**src/rtl/bpred_fetch_stage_if.sv**
```systemverilog
// Fetch-stage bus: pipeline control, branch-resolution feedback,
// instruction-memory address/data and the registered IF/ID payload.
//   master : drives control/update/instruction, observes PC and IF/ID
//   slave  : the fetch stage itself
interface bpred_fetch_stage_if #(
  parameter int unsigned XLEN = 32
);
  // pipeline control
  logic            PCWrite;
  logic            IF_ID_Write;
  logic            Exception;
  logic            Mispredict;
  logic [XLEN-1:0] CorrectPC;
  // branch resolution from decode
  logic            UpdValid;
  logic [XLEN-1:0] UpdPC;
  logic            UpdTaken;
  logic [XLEN-1:0] UpdTarget;
  // instruction memory
  logic [XLEN-1:0] PCResult;
  logic [31:0]     Instruction;
  // IF/ID register
  logic [31:0]     IF_ID_Instruction;
  logic [XLEN-1:0] IF_ID_PCadderResult;
  logic            IF_ID_PredTaken;
  logic [XLEN-1:0] IF_ID_PredTarget;
  logic            IF_ID_Valid;

  modport master (
    output PCWrite, IF_ID_Write, Exception, Mispredict, CorrectPC,
           UpdValid, UpdPC, UpdTaken, UpdTarget, Instruction,
    input  PCResult, IF_ID_Instruction, IF_ID_PCadderResult,
           IF_ID_PredTaken, IF_ID_PredTarget, IF_ID_Valid
  );

  modport slave (
    input  PCWrite, IF_ID_Write, Exception, Mispredict, CorrectPC,
           UpdValid, UpdPC, UpdTaken, UpdTarget, Instruction,
    output PCResult, IF_ID_Instruction, IF_ID_PCadderResult,
           IF_ID_PredTaken, IF_ID_PredTarget, IF_ID_Valid
  );
endinterface

```
**src/rtl/bpred_fetch_stage.sv**
```systemverilog
// Instruction-fetch stage with a direct-mapped BTB and 2-bit saturating
// predictor. Prediction is combinational on the current PC; the IF/ID
// register carries the prediction to decode, which feeds resolved branches
// back through the update and mispredict signals.
// Ports:
//   clk  - rising-edge clock
//   rst  - asynchronous active-low reset
//   bus  - bpred_fetch_stage_if.slave (control, update, imem, IF/ID)
module bpred_fetch_stage #(
  parameter int unsigned     XLEN       = 32,
  parameter int unsigned     ENTRIES    = 16,
  parameter logic [XLEN-1:0] RESET_PC   = XLEN'(32'h0000_0000),
  parameter logic [XLEN-1:0] EXC_VECTOR = XLEN'(32'h0000_0100),
  parameter logic [1:0]      CTR_INIT   = 2'b01
) (
  input logic                   clk,
  input logic                   rst,
  bpred_fetch_stage_if.slave    bus
);

  localparam int unsigned IW   = $clog2(ENTRIES);
  localparam int unsigned TAGW = XLEN - IW - 2;

  // BTB / predictor storage
  logic            btb_valid_q [ENTRIES];
  logic [TAGW-1:0] btb_tag_q   [ENTRIES];
  logic [XLEN-1:0] btb_tgt_q   [ENTRIES];
  logic [1:0]      btb_ctr_q   [ENTRIES];

  logic [XLEN-1:0] pc_q, pc_d;

  logic [31:0]     ifid_instr_q, ifid_instr_d;
  logic [XLEN-1:0] ifid_pc4_q, ifid_pc4_d;
  logic            ifid_pt_q, ifid_pt_d;
  logic [XLEN-1:0] ifid_tgt_q, ifid_tgt_d;
  logic            ifid_valid_q, ifid_valid_d;

  // Lookup on the current PC
  logic [IW-1:0]   lk_idx_c;
  logic [TAGW-1:0] lk_tag_c;
  logic            lk_hit_c;
  logic            pred_taken_c;
  logic [XLEN-1:0] pc_plus4_c;
  logic [XLEN-1:0] pred_next_c;
  logic            flush_c;

  assign lk_idx_c     = pc_q[IW+1:2];
  assign lk_tag_c     = pc_q[XLEN-1:IW+2];
  assign lk_hit_c     = btb_valid_q[lk_idx_c] && (btb_tag_q[lk_idx_c] == lk_tag_c);
  assign pred_taken_c = lk_hit_c && btb_ctr_q[lk_idx_c][1];
  assign pc_plus4_c   = pc_q + XLEN'(4);
  assign pred_next_c  = pred_taken_c ? btb_tgt_q[lk_idx_c] : pc_plus4_c;
  assign flush_c      = bus.Exception | bus.Mispredict;

  // Byte-offset bits never take part in indexing or tagging
  logic unused_c;
  assign unused_c = ^{pc_q[1:0], bus.UpdPC[1:0]};

  // Next PC: redirects beat stalls
  always_comb begin
    pc_d = pc_q;
    if (bus.Exception)       pc_d = EXC_VECTOR;
    else if (bus.Mispredict) pc_d = bus.CorrectPC;
    else if (bus.PCWrite)    pc_d = pred_next_c;
  end

  // IF/ID next value: flush beats hold
  always_comb begin
    ifid_instr_d = ifid_instr_q;
    ifid_pc4_d   = ifid_pc4_q;
    ifid_pt_d    = ifid_pt_q;
    ifid_tgt_d   = ifid_tgt_q;
    ifid_valid_d = ifid_valid_q;
    if (flush_c) begin
      ifid_instr_d = '0;
      ifid_pc4_d   = '0;
      ifid_pt_d    = 1'b0;
      ifid_tgt_d   = '0;
      ifid_valid_d = 1'b0;
    end else if (bus.IF_ID_Write) begin
      ifid_instr_d = bus.Instruction;
      ifid_pc4_d   = pc_plus4_c;
      ifid_pt_d    = pred_taken_c;
      ifid_tgt_d   = pred_next_c;
      ifid_valid_d = 1'b1;
    end
  end

  // Resolution update: train on hit, allocate on taken miss
  logic [IW-1:0]   upd_idx_c;
  logic [TAGW-1:0] upd_tag_c;
  logic            upd_hit_c;
  logic            upd_we_c;
  logic [TAGW-1:0] upd_tag_d;
  logic [XLEN-1:0] upd_tgt_d;
  logic [1:0]      upd_ctr_d;

  assign upd_idx_c = bus.UpdPC[IW+1:2];
  assign upd_tag_c = bus.UpdPC[XLEN-1:IW+2];
  assign upd_hit_c = btb_valid_q[upd_idx_c] && (btb_tag_q[upd_idx_c] == upd_tag_c);

  always_comb begin
    upd_we_c  = 1'b0;
    upd_tag_d = btb_tag_q[upd_idx_c];
    upd_tgt_d = btb_tgt_q[upd_idx_c];
    upd_ctr_d = btb_ctr_q[upd_idx_c];
    if (bus.UpdValid) begin
      if (upd_hit_c) begin
        upd_we_c = 1'b1;
        if (bus.UpdTaken) begin
          upd_tgt_d = bus.UpdTarget;
          if (btb_ctr_q[upd_idx_c] != 2'b11) upd_ctr_d = btb_ctr_q[upd_idx_c] + 2'b01;
        end else if (btb_ctr_q[upd_idx_c] != 2'b00) begin
          upd_ctr_d = btb_ctr_q[upd_idx_c] - 2'b01;
        end
      end else if (bus.UpdTaken) begin
        upd_we_c  = 1'b1;
        upd_tag_d = upd_tag_c;
        upd_tgt_d = bus.UpdTarget;
        upd_ctr_d = 2'b10;
      end
    end
  end

  // BTB storage; written regardless of stall/flush
  always_ff @(posedge clk or negedge rst) begin
    if (!rst) begin
      for (int i = 0; i < int'(ENTRIES); i++) begin
        btb_valid_q[i] <= 1'b0;
        btb_tag_q[i]   <= '0;
        btb_tgt_q[i]   <= '0;
        btb_ctr_q[i]   <= CTR_INIT;
      end
    end else if (upd_we_c) begin
      btb_valid_q[upd_idx_c] <= 1'b1;
      btb_tag_q[upd_idx_c]   <= upd_tag_d;
      btb_tgt_q[upd_idx_c]   <= upd_tgt_d;
      btb_ctr_q[upd_idx_c]   <= upd_ctr_d;
    end
  end

  // PC and IF/ID registers
  always_ff @(posedge clk or negedge rst) begin
    if (!rst) begin
      pc_q         <= RESET_PC;
      ifid_instr_q <= '0;
      ifid_pc4_q   <= '0;
      ifid_pt_q    <= 1'b0;
      ifid_tgt_q   <= '0;
      ifid_valid_q <= 1'b0;
    end else begin
      pc_q         <= pc_d;
      ifid_instr_q <= ifid_instr_d;
      ifid_pc4_q   <= ifid_pc4_d;
      ifid_pt_q    <= ifid_pt_d;
      ifid_tgt_q   <= ifid_tgt_d;
      ifid_valid_q <= ifid_valid_d;
    end
  end

  assign bus.PCResult            = pc_q;
  assign bus.IF_ID_Instruction   = ifid_instr_q;
  assign bus.IF_ID_PCadderResult = ifid_pc4_q;
  assign bus.IF_ID_PredTaken     = ifid_pt_q;
  assign bus.IF_ID_PredTarget    = ifid_tgt_q;
  assign bus.IF_ID_Valid         = ifid_valid_q;

endmodule

```
**src/flat_wrapper.sv**
```systemverilog
// flat-port wrapper written by rule: the top's interface ports become plain ports
module bpred_fetch_stage_flat 
#(
  parameter int unsigned     XLEN       = 32,
  parameter int unsigned     ENTRIES    = 16,
  parameter logic [XLEN-1:0] RESET_PC   = XLEN'(32'h0000_0000),
  parameter logic [XLEN-1:0] EXC_VECTOR = XLEN'(32'h0000_0100),
  parameter logic [1:0]      CTR_INIT   = 2'b01
)
  (clk, rst, bus_PCWrite, bus_IF_ID_Write, bus_Exception, bus_Mispredict, bus_CorrectPC, bus_UpdValid, bus_UpdPC, bus_UpdTaken, bus_UpdTarget, bus_Instruction, bus_PCResult, bus_IF_ID_Instruction, bus_IF_ID_PCadderResult, bus_IF_ID_PredTaken, bus_IF_ID_PredTarget, bus_IF_ID_Valid);
  bpred_fetch_stage_if #(.XLEN(XLEN)) bus_i ();
  input logic clk;
  input logic rst;
  input wire logic [$bits(bus_i.PCWrite)-1:0] bus_PCWrite;
  input wire logic [$bits(bus_i.IF_ID_Write)-1:0] bus_IF_ID_Write;
  input wire logic [$bits(bus_i.Exception)-1:0] bus_Exception;
  input wire logic [$bits(bus_i.Mispredict)-1:0] bus_Mispredict;
  input wire logic [$bits(bus_i.CorrectPC)-1:0] bus_CorrectPC;
  input wire logic [$bits(bus_i.UpdValid)-1:0] bus_UpdValid;
  input wire logic [$bits(bus_i.UpdPC)-1:0] bus_UpdPC;
  input wire logic [$bits(bus_i.UpdTaken)-1:0] bus_UpdTaken;
  input wire logic [$bits(bus_i.UpdTarget)-1:0] bus_UpdTarget;
  input wire logic [$bits(bus_i.Instruction)-1:0] bus_Instruction;
  output wire logic [$bits(bus_i.PCResult)-1:0] bus_PCResult;
  output wire logic [$bits(bus_i.IF_ID_Instruction)-1:0] bus_IF_ID_Instruction;
  output wire logic [$bits(bus_i.IF_ID_PCadderResult)-1:0] bus_IF_ID_PCadderResult;
  output wire logic [$bits(bus_i.IF_ID_PredTaken)-1:0] bus_IF_ID_PredTaken;
  output wire logic [$bits(bus_i.IF_ID_PredTarget)-1:0] bus_IF_ID_PredTarget;
  output wire logic [$bits(bus_i.IF_ID_Valid)-1:0] bus_IF_ID_Valid;
  assign bus_i.PCWrite = bus_PCWrite;
  assign bus_i.IF_ID_Write = bus_IF_ID_Write;
  assign bus_i.Exception = bus_Exception;
  assign bus_i.Mispredict = bus_Mispredict;
  assign bus_i.CorrectPC = bus_CorrectPC;
  assign bus_i.UpdValid = bus_UpdValid;
  assign bus_i.UpdPC = bus_UpdPC;
  assign bus_i.UpdTaken = bus_UpdTaken;
  assign bus_i.UpdTarget = bus_UpdTarget;
  assign bus_i.Instruction = bus_Instruction;
  assign bus_PCResult = bus_i.PCResult;
  assign bus_IF_ID_Instruction = bus_i.IF_ID_Instruction;
  assign bus_IF_ID_PCadderResult = bus_i.IF_ID_PCadderResult;
  assign bus_IF_ID_PredTaken = bus_i.IF_ID_PredTaken;
  assign bus_IF_ID_PredTarget = bus_i.IF_ID_PredTarget;
  assign bus_IF_ID_Valid = bus_i.IF_ID_Valid;
  bpred_fetch_stage #(.XLEN(XLEN), .ENTRIES(ENTRIES), .RESET_PC(RESET_PC), .EXC_VECTOR(EXC_VECTOR), .CTR_INIT(CTR_INIT)) u_core (.clk(clk), .rst(rst), .bus(bus_i));
endmodule
```
**config.mk**
```make
export PLATFORM = sky130hd
export DESIGN_NAME = bpred_fetch_stage_flat
export DESIGN_NICKNAME = d
export VERILOG_FILES = /design/src/rtl/bpred_fetch_stage_if.sv /design/src/rtl/bpred_fetch_stage.sv /design/src/flat_wrapper.sv
export SDC_FILE = /design/constraint.sdc
export NUM_CORES = 2
export LEC_CHECK = 0
export BUFFER_PORTS_ARGS = -buffer_cell sky130_fd_sc_hd__clkbuf_2
export CORE_UTILIZATION = 40
export DETAILED_ROUTE_END_ITERATION = 10
export PLACE_DENSITY = 0.64
export SYNTH_ARGS = -nofsm -noshare
export SYNTH_HDL_FRONTEND = slang
export SYNTH_SLANG_ARGS = --single-unit
```
**constraint.sdc**
```tcl
create_clock -name clk -period 6 [get_ports clk]
set_input_delay 0.9 -clock clk [delete_from_list [all_inputs] [get_ports clk]]
set_output_delay 0.9 -clock clk [all_outputs]
set_load 0.01 [all_outputs]
```
==> qor.yml <==
critical_path.slowest_cell: "dfrtp_4"
synth_top_area_share_pct: 44.9
seq_area_frac_synth_pct: 45.6
critPathCaptureType: "register"
power_density_nw_per_um2: 320
slew_viol_final: 0
die_y_um: 392
drtIter0Drc: 4012
arrival_ns: 5.55
yosysTopAreaCell: "dfrtp_1"
status: "completed"
core_area_um2: 150000
grt_pass1_wl_mm: 283
vias: 39800
num_rows: 142
drt_wl_total_mm: 192
critPathLaunchType: "register"
die_w_um: 392
crit_required_ns: 6.64
crit_type: "reg -> reg"
worstMarginPinSlew_ns: 1.13
crit_path_max_incr_delay_ns: 1.06
postPlaceCellArea_um2: 64100
cts_setup_buffers: 0
p_total_mw: 21.8
max-vdd-ir-drop_uv: 315
synthArstFlopShare_pct: 100
slew_headroom_pct: 24.5
clock_latency_ns: 0.79
syn_area_um2: 60800
cts_tree: "built"
yosysUniqueCellTypes: 82
ios: 266
setup-tns-final_ns: 0
rsz0062_at_grt: "false"
synth_area_leaders: "dfrtp_1 45%, mux4_2 19%, mux2_2 17%"
final_area_um2: 68300
fin_crit_ns: 4.91
clk_path_buf_depth: 3
use_met3_pct: 5.16
hold_viol: 0
fin_skew_ns: 0.0862
avgSynthCellArea_um2: 14.6
rr_worst_depth: 11
htree_levels: 3
grt_pass1_vias: 40400
track_usage_pct: 25.1
path_max_fanout: 50
use_met2_pct: 38.8
setup_violations: 0
grt-ovfl-total: 0
syn_to_final_growth_pct: 12.4
power.leakage_nw: 30.2
fin_nets: 4430
grt_use_met1_pct: 34.5
period_share_pct: 81.9
path_cells: "buf_4, mux4_2, nand2_1, and3_1, a31oi_1, xnor2_1, nand4_1, nor3_4, buf_12, mux2i_1, o21ai_0"
drt_first_pass_iters: 6
grt.busiest_layer: "met2"
synth_edf_count: 0
post_drt_via_cell_ratio: 6.21
drc: 0
die_area_um2: 153000
cts_hold_buf: 0
layout-drive-gt1-share_pct: 47.5
initial_utilization_pct: 40.4
cts.sinks: 1106
drv_cap: 0
gp_congestion: 0.950
yosysWarnings: 0
ys.flop_type: "dfrtp_1"
cts.clk_slew.worst_paths_ns: 0.06
cts-root-buf: "clkbuf_16"
cts-buffers-inserted: 120
fmax_ghz: 0.204
antenna_found_initial: 10
portBuffers: 263
ys_ff_latch: 1106
synthCells: 4152
cts_resized: 0
grt_max_degree: 162
postRouteAntennaNets: 0
hold_class: "in -> async"
syn_nets: 4289
nFillCells: 13300
dp_hpwl_mm: 123
wl_per_cell_um: 29.9
[flip-flops by register name (all words and copies together), names as in the netlist]
name / flops
u_core.btb_tgt_q: 512
u_core.bus.IF_ID_PCadderResult: 32
u_core.bus.IF_ID_PredTaken: 1
u_core.btb_tag_q: 416
u_core.btb_ctr_q: 32
u_core.bus.IF_ID_Instruction: 32
u_core.bus.IF_ID_PredTarget: 32
u_core.bus.PCResult: 32
u_core.btb_valid_q: 16
u_core.bus.IF_ID_Valid: 1
[synth_stat cells (all sizes together), types with 5 or more instances]
cell,count
o22ai,28
a21oi,73
nor3,30
or2,23
dfrtp,1090
nor2b,12
a221oi,9
o21ai,70
a22oi,46
a22o,7
nor4,8
mux4,515
and2,7
o211ai,7
and3,9
nand3,35
clkbuf,142
nor2,143
nand2b,9
nand4,12
buf,236
inv,31
o221ai,5
nand2,138
a2bb2oi,20
o311a,6
mux2i,214
o31ai,5
or3,12
a31oi,19
xnor2,51
dfstp,16
a32oi,6
mux2,1051
xor2,12
[worst paths after layout]
| kind | startpoint | endpoint | slack, ns |
|---|---|---|---|
| setup reg to reg | u_core.bus.PCResult[3]$_DFFE_PN0P_ | u_core.bus.PCResult[8]$_DFFE_PN0P_ | 1.09 |
| setup / recovery | u_core.bus.PCResult[3]$_DFFE_PN0P_ | u_core.bus.PCResult[8]$_DFFE_PN0P_ | 1.09 |
| min in group clk | bus_Instruction[31] | u_core.bus.IF_ID_Instruction[31]$_DFFE_PN0P_ | 0.38 |
| max in group asynchronous | rst | u_core.bus.PCResult[4]$_DFFE_PN0P_ | 4.47 |
| hold reg to reg | u_core.bus.IF_ID_PredTarget[4]$_DFFE_PN0P_ | u_core.bus.IF_ID_PredTarget[4]$_DFFE_PN0P_ | 0.48 |
| hold / removal | rst | u_core.btb_tgt_q[303]$_DFFE_PN0P_ | 0.08 |
[routing by layer]
metal | vias up | wire length [um] | part of all wire, %
li1 | 16200 | - | -
met1 | 21500 | 79800 | 42
met2 | 1684 | 88800 | 46
met3 | 375 | 15100 | 7.9
met4 | 4 | 7940 | 4.1
met5 | - | 33 | 0.017
[per-stage QoR]
step	setup WS, ns	cells	hold WS, ns	utilization [%]
after floorplan	1.43	4152	0.457	-
after global placement	0.504	6187	0.466	42.7
after detailed placement	0.459	6187	0.470	42.7
after CTS	1.12	6406	0.0623	45.4
after global routing	0.897	6408	0.105	45.4
final	1.09	6411	0.0753	45.4
[layout by cell type, fill, tap and decap left out, types with 28 or more instances in the layout]
cell and n:
o22ai_1 28, dfrtp_1 1086, buf_4 87, clkbuf_2 257, xnor2_1 51, mux2_1 158
clkbuf_16 121, a22oi_1 46, buf_12 49, clkbuf_8 28, a21oi_1 73, o21ai_0 64
nand3_1 35, mux4_2 515, mux2_2 893, mux2i_1 208, nand2_1 137, nor2_1 139
[report_power, final]
part / leakage (nW) / internal, mW / switching (mW)
clock network: 2.05 / 4.57 / 3.22
registers: 14.8 / 8.54 / 0.909
logic: 13.4 / 2.33 / 2.26
total: 30.2 / 15.4 / 6.39
[critical path, delay by kind of cell (launching register included)]
kind | cells | cell delay [ns]
muxes | 2 | 0.68
and+or+nand+nor | 4 | 1.24
buffers and inverters | 2 | 0.67
DFF | 1 | 1.06
xor gates and xnor gates | 1 | 0.25
AOI/OAI and AO/OA | 2 | 0.78
[final cells by class]
type	count	area (um^2)	share of cell area, %
diodes	5	12.5	0.0183
clock buffers	174	3510	5.14
multi-input cells	2635	30800	45.1
inverters	33	129	0.189
repair buffers	397	2980	4.36
well taps	2016	2520	3.69
clock inverters	45	646	0.945
flip-flops and latches	1106	27700	40.6
[cells by family after synthesis]
group / count (synthesis) / share of synthesized area [%]
AND/OR/NAND/NOR: 452 / 3.72
XOR/XNOR: 63 / 0.908
AO/OA/AOI/OAI: 339 / 3.78
adder cells (fa/ha/maj): 1 / 0.0206
flip-flops: 1106 / 45.6
buffers and inverters: 411 / 3.88
multiplexers: 1780 / 42.1
Power figures use the tool's default switching activity.
